[src/rtl/mouse_pos_tracker_pkg.sv]
// Shared constants, FSM state type and PS/2 delta decoding for the mouse position tracker.
package mouse_pos_tracker_pkg;

    localparam int unsigned PosW     = 12;
    localparam int unsigned DefMaxX  = 1019;
    localparam int unsigned DefMaxY  = 763;
    localparam int unsigned GameMaxX = 800;
    localparam int unsigned GameMaxY = 600;
    localparam int unsigned MenuMaxX = 1019;
    localparam int unsigned MenuMaxY = 763;

    // Signed width able to hold +255, -256 and the negated -(-256) = +256.
    localparam int unsigned DeltaW = 10;

    typedef enum logic [2:0] {
        StIdle   = 3'd0,
        StApplyX = 3'd1,
        StApplyY = 3'd2,
        StDone   = 3'd3,
        StClamp  = 3'd4
    } state_e;

    // An overflowed packet saturates toward its sign instead of trusting the 9-bit field.
    function automatic logic signed [DeltaW-1:0] delta_eff(input logic [8:0] d,
                                                            input logic       ovf);
        if (ovf) begin
            return d[8] ? -10'sd256 : 10'sd255;
        end
        return {d[8], d};
    endfunction

endpackage

[src/rtl/mouse_axis_clamp.sv]
// Combinational single-axis update: pos + delta, saturated into [0, bound].
module mouse_axis_clamp
    import mouse_pos_tracker_pkg::*;
#(
    parameter int unsigned W = PosW
) (
    input  logic [W-1:0]              pos,
    input  logic signed [DeltaW-1:0]  delta,
    input  logic [W-1:0]              bound,
    output logic [W-1:0]              pos_sat
);

    logic signed [W+1:0] sum;
    logic signed [W+1:0] bound_s;

    assign bound_s = $signed({2'b00, bound});
    assign sum     = $signed({2'b00, pos}) + $signed({{(W + 2 - DeltaW){delta[DeltaW-1]}}, delta});

    always_comb begin
        if (sum < 0) begin
            pos_sat = '0;
        end else if (sum > bound_s) begin
            pos_sat = bound;
        end else begin
            pos_sat = sum[W-1:0];
        end
    end

endmodule

[src/rtl/mouse_pos_tracker.sv]
// Absolute cursor tracker: applies relative PS/2 moves and bound/position set strobes,
// keeping xpos/ypos saturated inside [0, max_x] x [0, max_y].
module mouse_pos_tracker
    import mouse_pos_tracker_pkg::*;
#(
    parameter int unsigned W         = PosW,
    parameter int unsigned DEF_MAX_X = DefMaxX,
    parameter int unsigned DEF_MAX_Y = DefMaxY
) (
    input  logic         clk,
    input  logic         rst,
    input  logic [W-1:0] value,
    input  logic         setx,
    input  logic         sety,
    input  logic         setmax_x,
    input  logic         setmax_y,
    input  logic         move_valid,
    input  logic [8:0]   dx,
    input  logic [8:0]   dy,
    input  logic         x_ovf,
    input  logic         y_ovf,
    output logic [W-1:0] xpos,
    output logic [W-1:0] ypos,
    output logic [W-1:0] max_x,
    output logic [W-1:0] max_y,
    output logic         pos_valid,
    output logic         busy,
    output logic         drop
);

    state_e state_q, state_d;

    logic [W-1:0] xpos_q, xpos_d;
    logic [W-1:0] ypos_q, ypos_d;
    logic [W-1:0] max_x_q, max_x_d;
    logic [W-1:0] max_y_q, max_y_d;
    logic         pos_valid_q, pos_valid_d;
    logic         drop_q, drop_d;

    logic signed [DeltaW-1:0] dx_q, dx_d;
    logic signed [DeltaW-1:0] dy_neg_q, dy_neg_d;

    logic [W-1:0]             max_x_eff, max_y_eff;
    logic [W-1:0]             set_x_val, set_y_val;
    logic [W-1:0]             x_sat, y_sat;
    logic signed [DeltaW-1:0] x_delta, y_delta;

    // Bounds written this cycle already govern any position written this cycle.
    assign max_x_eff = setmax_x ? value : max_x_q;
    assign max_y_eff = setmax_y ? value : max_y_q;
    assign set_x_val = (value < max_x_eff) ? value : max_x_eff;
    assign set_y_val = (value < max_y_eff) ? value : max_y_eff;

    // A zero delta turns the saturator into a plain min(), which is what CLAMP needs.
    assign x_delta = (state_q == StApplyX) ? dx_q : '0;
    assign y_delta = (state_q == StApplyY) ? dy_neg_q : '0;

    mouse_axis_clamp #(
        .W (W)
    ) u_clamp_x (
        .pos     (xpos_q),
        .delta   (x_delta),
        .bound   (max_x_eff),
        .pos_sat (x_sat)
    );

    mouse_axis_clamp #(
        .W (W)
    ) u_clamp_y (
        .pos     (ypos_q),
        .delta   (y_delta),
        .bound   (max_y_eff),
        .pos_sat (y_sat)
    );

    always_comb begin
        state_d = state_q;
        unique case (state_q)
            StIdle: begin
                if (move_valid) begin
                    state_d = StApplyX;
                end else if ((xpos_q > max_x_q) || (ypos_q > max_y_q)) begin
                    state_d = StClamp;
                end
            end
            StApplyX: state_d = StApplyY;
            StApplyY: state_d = StDone;
            StDone:   state_d = StIdle;
            StClamp:  state_d = StIdle;
            default:  state_d = StIdle;
        endcase
    end

    always_comb begin
        dx_d        = dx_q;
        dy_neg_d    = dy_neg_q;
        drop_d      = drop_q;
        max_x_d     = max_x_eff;
        max_y_d     = max_y_eff;
        xpos_d      = xpos_q;
        ypos_d      = ypos_q;
        pos_valid_d = (state_q == StApplyY) || (state_q == StClamp);

        if (move_valid) begin
            if (state_q == StIdle) begin
                dx_d     = delta_eff(dx, x_ovf);
                dy_neg_d = -delta_eff(dy, y_ovf);
            end else begin
                drop_d = 1'b1;
            end
        end

        if ((state_q == StApplyX) || (state_q == StClamp)) begin
            xpos_d = x_sat;
        end
        if ((state_q == StApplyY) || (state_q == StClamp)) begin
            ypos_d = y_sat;
        end

        // Explicit set strobes override any move/clamp write on the same axis.
        if (setx) begin
            xpos_d = set_x_val;
        end
        if (sety) begin
            ypos_d = set_y_val;
        end
    end

    always_ff @(posedge clk) begin
        if (rst) begin
            state_q     <= StIdle;
            xpos_q      <= '0;
            ypos_q      <= '0;
            max_x_q     <= W'(DEF_MAX_X);
            max_y_q     <= W'(DEF_MAX_Y);
            pos_valid_q <= 1'b0;
            drop_q      <= 1'b0;
            dx_q        <= '0;
            dy_neg_q    <= '0;
        end else begin
            state_q     <= state_d;
            xpos_q      <= xpos_d;
            ypos_q      <= ypos_d;
            max_x_q     <= max_x_d;
            max_y_q     <= max_y_d;
            pos_valid_q <= pos_valid_d;
            drop_q      <= drop_d;
            dx_q        <= dx_d;
            dy_neg_q    <= dy_neg_d;
        end
    end

    assign xpos      = xpos_q;
    assign ypos      = ypos_q;
    assign max_x     = max_x_q;
    assign max_y     = max_y_q;
    assign pos_valid = pos_valid_q;
    assign busy      = (state_q != StIdle);
    assign drop      = drop_q;

endmodule

[config.mk]
export PLATFORM = sky130hd
export DESIGN_NAME = mouse_pos_tracker
export DESIGN_NICKNAME = d
export VERILOG_FILES = /design/src/rtl/mouse_pos_tracker_pkg.sv /design/src/rtl/mouse_axis_clamp.sv /design/src/rtl/mouse_pos_tracker.sv
export SDC_FILE = /design/constraint.sdc
export NUM_CORES = 1
export LEC_CHECK = 0
export CORE_MARGIN = 2
export CORE_UTILIZATION = 25
export CTS_BUF_LIST = sky130_fd_sc_hd__clkbuf_8 sky130_fd_sc_hd__clkbuf_16
export CTS_CLUSTER_DIAMETER = 80
export CTS_CLUSTER_SIZE = 10
export DETAILED_ROUTE_END_ITERATION = 12
export HOLD_SLACK_MARGIN = 0.05
export PLACE_DENSITY_LB_ADDON = 0.05
export SLEW_MARGIN = 15
export SYNTH_ARGS = -nofsm -noshare
export SYNTH_HDL_FRONTEND = slang
export SYNTH_HIERARCHICAL = 1
export SYNTH_SLANG_ARGS = --single-unit
[constraint.sdc]
create_clock -name clk -period 4.1 [get_ports clk]
set_input_delay 0.41 -clock clk [delete_from_list [all_inputs] [get_ports clk]]
set_output_delay 0.41 -clock clk [all_outputs]
set_load 0.02 [all_outputs]
==> run_results.csv, run 1 <==
group,metric,value,unit
global_routing,grt_pass1_vias,6969,
routing,drt_iter0_drc,402,
logic_synthesis,ys_ff_latch,72,
critical_path,critPathKind,"reg2reg",
floorplan,ioPinCount,90,
critical_path,crit_fanout,12,
floorplan,std_cell_rows,61,
logic_synthesis,synthTopCellsByCount,"inv_1 (100), ha_1 (97), a21oi_1 (76), dfxtp_1 (72), nor2_1 (59)",
clock_tree,clk-insertion-delay-late,340,ps
power,finalPower,3.464,mW
timing,slew_headroom,22.05,%
power,peakVddDrop,190.8,uV
logic_synthesis,async_flop_share,0,%
final_layout,final_util,35.66,%
clock_tree,cts_buffers,9,
min_path,hp-class,"reg2reg",
clock_tree,root_buffer,"clkbuf_16",
logic_synthesis,synth_top_family_by_area,"compound AO/OA/AOI/OAI gates",
place,pre_cts_ws,-352.8,ps
clock_tree,cts-htree-levels,3,
timing,hold_violations,0,
clock_tree,clock_sinks,72,
timing,period_needed,4273,ps
logic_synthesis,synth-edff-count,0,
critical_path,cp-end-kind,"flop",
power,p_per_area,349.7,mW/mm^2
logic_synthesis,muxShareOfSynthArea,3.111,%
routing,vias_per_cell,4.794,
critical_path,crit_chain,"nor3b_4, and2_4, ha_4, inv_2, fa_2, nand2b_4, a21o_1, a21oi_2, a21o_1, a21oi_2, xnor2_2, ha_1, or3_1, o211ai_1, a21oi_2, o31ai_2, o22ai_2, buf_12, a22o_1, nor3b_1, a21oi_1, o22ai_1",
critical_path,critPathMaxStageDelay,360,ps
timing,grt_setup_unrepaired,"true",
power,leakage,4.360,nW
logic_synthesis,synth-simple-area-share,17.92,%
global_routing,grt_max_degree,40,
place,placed_area,0.009163,sq mm
logic_synthesis,synth.net_count,1026,
timing,setup_viol,19,
routing,vias,7004,
logic_synthesis,yosysMostFrequentCell,"inv_1",
routing,dr.pass1.iters,5,
logic_synthesis,synth.largest_area_cell,"dfxtp_1",
logic_synthesis,ys.flop_type,"dfxtp_1",
logic_synthesis,synthTopCellsByArea,"dfxtp_1 (20%), ha_1 (17%), a21oi_1 (5.4%), inv_1 (5.3%), a31oi_1 (3.6%)",
critical_path,crit_arrival,4470,ps
critical_path,cp.required,4300,ps
clock_tree,clk_pin_slew,60,ps
final_layout,antenna_cells,0,
final_layout,fin_area,0.009907,sq mm
timing,tightest_slew,1167,ps
routing,drc,0,
timing,fmax,234.0,MHz
logic_synthesis,avgSynthCellArea,7.927,sq um
critical_path,startpoint_type,"flop",
routing,totalWireLength,26.00,mm
routing,ant_nets,0,
floorplan,die_w,171.8,um
final_layout,drive_gt1_share,21.79,%
timing,drv_slew,0,
logic_synthesis,synth_compound_area_share,28.94,%
floorplan,start_util,25.34,%
critical_path,cpMostUsedCell,"a21oi_2",
logic_synthesis,yosysWarnings,6,
outcome,violations,"negative setup slack",
global_routing,grt_overflow,0,
global_routing,grt_pass1_wl,40.17,mm
logic_synthesis,netlist_instances,888,
place,port_buffers,89,
critical_path,cp_slowest_cell,"dfxtp_4",
logic_synthesis,synthAdderAreaFrac,17.81,%
global_routing,grt_usage,17.77,%
floorplan,core_region_area,0.02778,sq mm
floorplan,die-area,0.02952,sq mm
floorplan,die_h,171.8,um
clock_tree,tritoncts,"done",
place,gp_congestion,0.7853,
place,hpwl,20.90,mm
final_layout,final_cells,1461,
timing,setup_tns,-2200,ps
timing,min_period_over_period,104.2,%
logic_synthesis,mappedNetlistArea,0.007039,sq mm
routing,drt-wirelength-per-cell,17.80,um
logic_synthesis,ys_seq_area_share,20.48,%
run,cap_violations,0,
timing,setup_slack,-173.2,ps
global_routing,antenna_found_initial,0,
final_layout,final_nets,1217,
timing,skew,13.02,ps
outcome,run_status,"finished with violations",
logic_synthesis,yosysTopAreaCellShare,20.48,%
clock_tree,cts_max_path_buffers,2,
logic_synthesis,synth_cell_types,71,
logic_synthesis,synth_xor_area_share,3.359,%
final_layout,syn_to_final_growth,40.74,%
place,placedCellCount,1432,
timing,hold_ws,457.8,ps
[worst max-delay path: cells and delay by family (launching register included)]
family | cells | cell delay [ps]
AO/OA/AOI/OAI | 11 | 1630
AND/OR/NAND/NOR | 5 | 1040
buffers and inverters | 2 | 190
XOR/XNOR | 1 | 140
adder cells (fa/ha/maj) | 3 | 750
flip-flops | 1 | 360
[registers in the layout (all words and copies together), names as in the netlist]
signal     count
ypos          12
pos_valid      1
state_q        3
max_x         12
dx_q           9
drop           1
dy_neg_q      10
max_y         12
xpos          12
[final timing paths]
path                       startpoint                       end  slack [ps]  depth (start not counted)
max           state_q[0]$_SDFFE_PP0P_      ypos[3]$_SDFFE_PP0P_        -170                         22
min reg2reg  dy_neg_q[8]$_SDFFE_PP0P_  dy_neg_q[8]$_SDFFE_PP0P_         460                          2
min          dy_neg_q[8]$_SDFFE_PP0P_  dy_neg_q[8]$_SDFFE_PP0P_         460                          2
max reg2reg   state_q[0]$_SDFFE_PP0P_      ypos[3]$_SDFFE_PP0P_        -170                         22
[timing repair]
item,4_1_cts,5_1_grt
resized for setup,26,36
endpoints found under the setup margin,24,24
hold buffers,0,0
cloned,1,0
pin swaps,32,19
setup buffers,12,4
[layer usage]
| metal | GRT usage [%] | up-vias | part of all wire, % |
|---|---|---|---|
| met4 | 3.252 | 0 | 1.0 |
| li1 | - | 3611 | - |
| met2 | 27.17 | 141 | 43 |
| met5 | 0 | - | 0 |
| met1 | 26.39 | 3242 | 53 |
| met3 | 2.669 | 10 | 3.6 |
[cell families after synthesis]
group                      after synthesis
adders and majority gates               99
AOI/OAI and AO/OA                      288
xor gates and xnor gates                27
DFF                                     72
buffers and inverters                  145
and+or+nand+nor                        240
muxes                                   17
[cells in the final DEF, fill, tap and decap left out, drive strengths merged, types with 4 or more instances in the layout]
cell type        n
clkbuf           9
o211ai           5
and2            22
buf            136
o21ai           22
o21bai           4
mux2            12
mux2i            5
dfxtp           72
a211oi          15
o22ai           27
ha              97
inv            102
clkdlybuf4s50   88
nand3            7
nor3b           14
nand2b          23
nor2            61
a31oi           41
xnor2           20
a21oi           79
nor2b           12
nor3            12
o41ai           25
xor2             7
o21a            30
a22o            12
a21o             7
nand2           55
or3              6
nand4           14
[where the power goes]
part	leakage [nW]	switching, mW	internal, mW
Clock	0.153	0.351	0.530
Combinational	3.61	0.886	0.833
Sequential	0.598	0.0787	0.786
Total	4.36	1.32	2.15
[final cells by class]
type / count / area, sq um
fillers: 2984 / 17870
inverters: 101 / 379.1
clock buffers: 9 / 225.2
well taps: 378 / 473.0
multi-input cells: 671 / 5329
flip-flops and latches: 72 / 1448
clock inverters: 6 / 85.08
repair buffers: 224 / 1968
Power figures use the tool's default switching activity.
==> inputs of run 2 (changes only) <==
--- a/config.mk
+++ b/config.mk
@@ -5,7 +5,6 @@
 export SDC_FILE = /design/constraint.sdc
 export NUM_CORES = 1
 export LEC_CHECK = 0
-export CORE_MARGIN = 2
 export CORE_UTILIZATION = 25
 export CTS_BUF_LIST = sky130_fd_sc_hd__clkbuf_8 sky130_fd_sc_hd__clkbuf_16
 export CTS_CLUSTER_DIAMETER = 80
==> run 2 against run 1 <==
Effect of this change:
- the flow still finishes with violations (negative setup slack)
- combinational power fell by 3%
- global-route usage grew 0.27 points
- sequential share of layout area increased by 0.30 points
- critical path depth rose by 2
- cell count shrank 0.34%
- hold slack lost 2.7 ps
- sequential power up 0.5%
- total power is 3.1% lower
- die area fell by 2.3%
- highest routed layer unchanged
==> run_results.csv, run 2 (synthesis results as in run 1) <==
group,metric,value,unit
timing,setup_viol,24,
clock_tree,tritoncts,"done",
final_layout,syn_to_final_growth,37.95,%
critical_path,crit_arrival,4490,ps
critical_path,startpoint_type,"flop",
final_layout,drive_gt1_share,20.32,%
timing,fmax,233.4,MHz
final_layout,final_nets,1211,
final_layout,antenna_cells,0,
floorplan,std_cell_rows,61,
timing,skew,10.09,ps
global_routing,antenna_found_initial,0,
global_routing,grt_pass1_wl,39.59,mm
clock_tree,root_buffer,"clkbuf_16",
place,gp_congestion,0.7907,
clock_tree,hold_buffers,0,
timing,tightest_slew,1134,ps
clock_tree,cts-htree-levels,3,
critical_path,cp-end-kind,"flop",
clock_tree,clk_pin_slew,70,ps
power,peakVddDrop,150.0,uV
critical_path,critPathKind,"reg2reg",
routing,totalWireLength,25.50,mm
final_layout,final_cell_mix,"buf_4 (122), inv_1 (98), ha_1 (93)",
place,placed_area,0.009110,sq mm
routing,ant_nets,0,
power,leakage,4.301,nW
critical_path,crit_fanout,9,
clock_tree,clk-insertion-delay-late,360,ps
floorplan,die_h,169.8,um
timing,drv_slew,0,
clock_tree,cts_max_path_buffers,2,
critical_path,cp.required,4310,ps
place,port_buffers,89,
critical_path,cpMostUsedCell,"buf_6",
routing,vias,7008,
critical_path,critical-path-top-delay-family,"compound AO/OA/AOI/OAI gates",
critical_path,critPathBufInv,5,
critical_path,critPathMaxStageDelay,350,ps
clock_tree,cts_buffers,9,
global_routing,grt_pass1_vias,6770,
routing,drc,0,
floorplan,start_util,25.41,%
routing,dr.pass1.iters,5,
floorplan,ioPinCount,90,
timing,grt_setup_unrepaired,"true",
routing,drt-wirelength-per-cell,17.52,um
floorplan,die_w,169.8,um
timing,slew_headroom,24.22,%
floorplan,core_region_area,0.02771,sq mm
floorplan,die-area,0.02883,sq mm
timing,period_needed,4284,ps
run,cap_violations,0,
power,finalPower,3.356,mW
critical_path,crit_chain,"buf_4, buf_6, nor3_4, buf_6, and2_4, ha_4, inv_2, fa_2, nor2b_2, o31a_1, a31oi_2, o21bai_1, a21oi_2, xnor2_2, ha_1, nand4_1, nor3_1, o31ai_1, a31oi_1, nor2_4, buf_12, mux2_4, a31oi_4, o22ai_1",
outcome,violations,"negative setup slack",
timing,min_period_over_period,104.5,%
min_path,hp-class,"reg2reg",
global_routing,grt_max_degree,45,
final_layout,fin_area,0.009711,sq mm
place,hpwl,20.47,mm
final_layout,final_common_cell,"buf_4",
outcome,run_status,"finished with violations",
timing,hold_violations,0,
power,p_per_area,345.6,mW/mm^2
routing,vias_per_cell,4.813,
global_routing,grt_usage,18.04,%
clock_tree,clock_sinks,72,
routing,drt_iter0_drc,389,
timing,setup_slack,-183.6,ps
critical_path,cp_slowest_cell,"dfxtp_4",
global_routing,grt_overflow,0,
-- run 2: cell types whose count changed in the layout (fill, tap and decap cells not counted), sizes merged --
| cell | before | now |
|---|---|---|
| buf | 136 | 130 |
| clkinvlp | 1 | 2 |
| clkbuf | 9 | 11 |
| bufinv | 2 | 0 |
-- run 2: layer usage --
layer  track usage, %  wire length, um  vias up
met5                0                0        -
li1                 -                -     3606
met1            27.55            13790     3269
met4            4.230              225        0
met2            26.53            10730      122
met3            1.912              747       11
-- run 2: path summary, 6_finish.rpt --
path / startpoint / slack (ps) / depth (start not counted) / endpoint
worst max-delay path: state_q[2]$_SDFFE_PP0P_ / -180 / 24 / xpos[7]$_SDFFE_PP0P_
worst min-delay path: dy_neg_q[8]$_SDFFE_PP0P_ / 460 / 2 / dy_neg_q[8]$_SDFFE_PP0P_
worst max register to register: state_q[2]$_SDFFE_PP0P_ / -180 / 24 / xpos[7]$_SDFFE_PP0P_
worst min register to register: dy_neg_q[8]$_SDFFE_PP0P_ / 460 / 2 / dy_neg_q[8]$_SDFFE_PP0P_
-- run 2: area by class of cell --
class,count,area [sq um]
fill,2952,17990
multi-input combinational,671,5205
timing repair buffer,218,1916
sequential,72,1448
tap,378,473.0
inverter,101,379.1
clock buffer,11,252.7
clock inverter,5,37.54
-- run 2: timing repair --
| item | 4_1_cts | 5_1_grt |
|---|---|---|
| pin swaps | 17 | 19 |
| resized for setup | 25 | 12 |
| gates cloned | 0 | 0 |
| buffers inserted | 12 | 4 |
| endpoints found under the setup margin | 24 | 24 |
| hold endpoints to repair | 0 | 0 |
-- run 2: worst reg2reg max path, delay by kind of cell, from the launching register on --
kind | cells | cell delay (ps)
adders and majority gates | 3 | 760
muxes | 1 | 310
buffers and inverters | 5 | 570
AOI/OAI and AO/OA | 8 | 1200
and+or+nand+nor | 6 | 820
DFF | 1 | 350
xor gates and xnor gates | 1 | 150
-- run 2: per-stage QoR --
| stage | std cells | worst slack, ps | setup TNS [ps] | hold WS [ps] | utilization [%] |
|---|---|---|---|---|---|
| floorplan | 888 | -143.4 | -1710 | 427.3 | - |
| global placement | 1425 | -448.9 | -7725 | 440.4 | 32.88 |
| detailed placement | 1425 | -420.1 | -8426 | 449.3 | 32.88 |
| CTS | 1452 | -262.0 | -4498 | 459.1 | 34.64 |
| global route | 1456 | -521.5 | -11230 | 469.5 | 35.05 |
| finish | 1456 | -183.6 | -3634 | 455.1 | 35.05 |
-- run 2: power breakdown --
group	leakage [nW]	switching [mW]	internal [mW]
registers	0.598	0.0835	0.786
logic	3.57	0.851	0.809
clock network	0.139	0.378	0.448
total	4.30	1.31	2.04
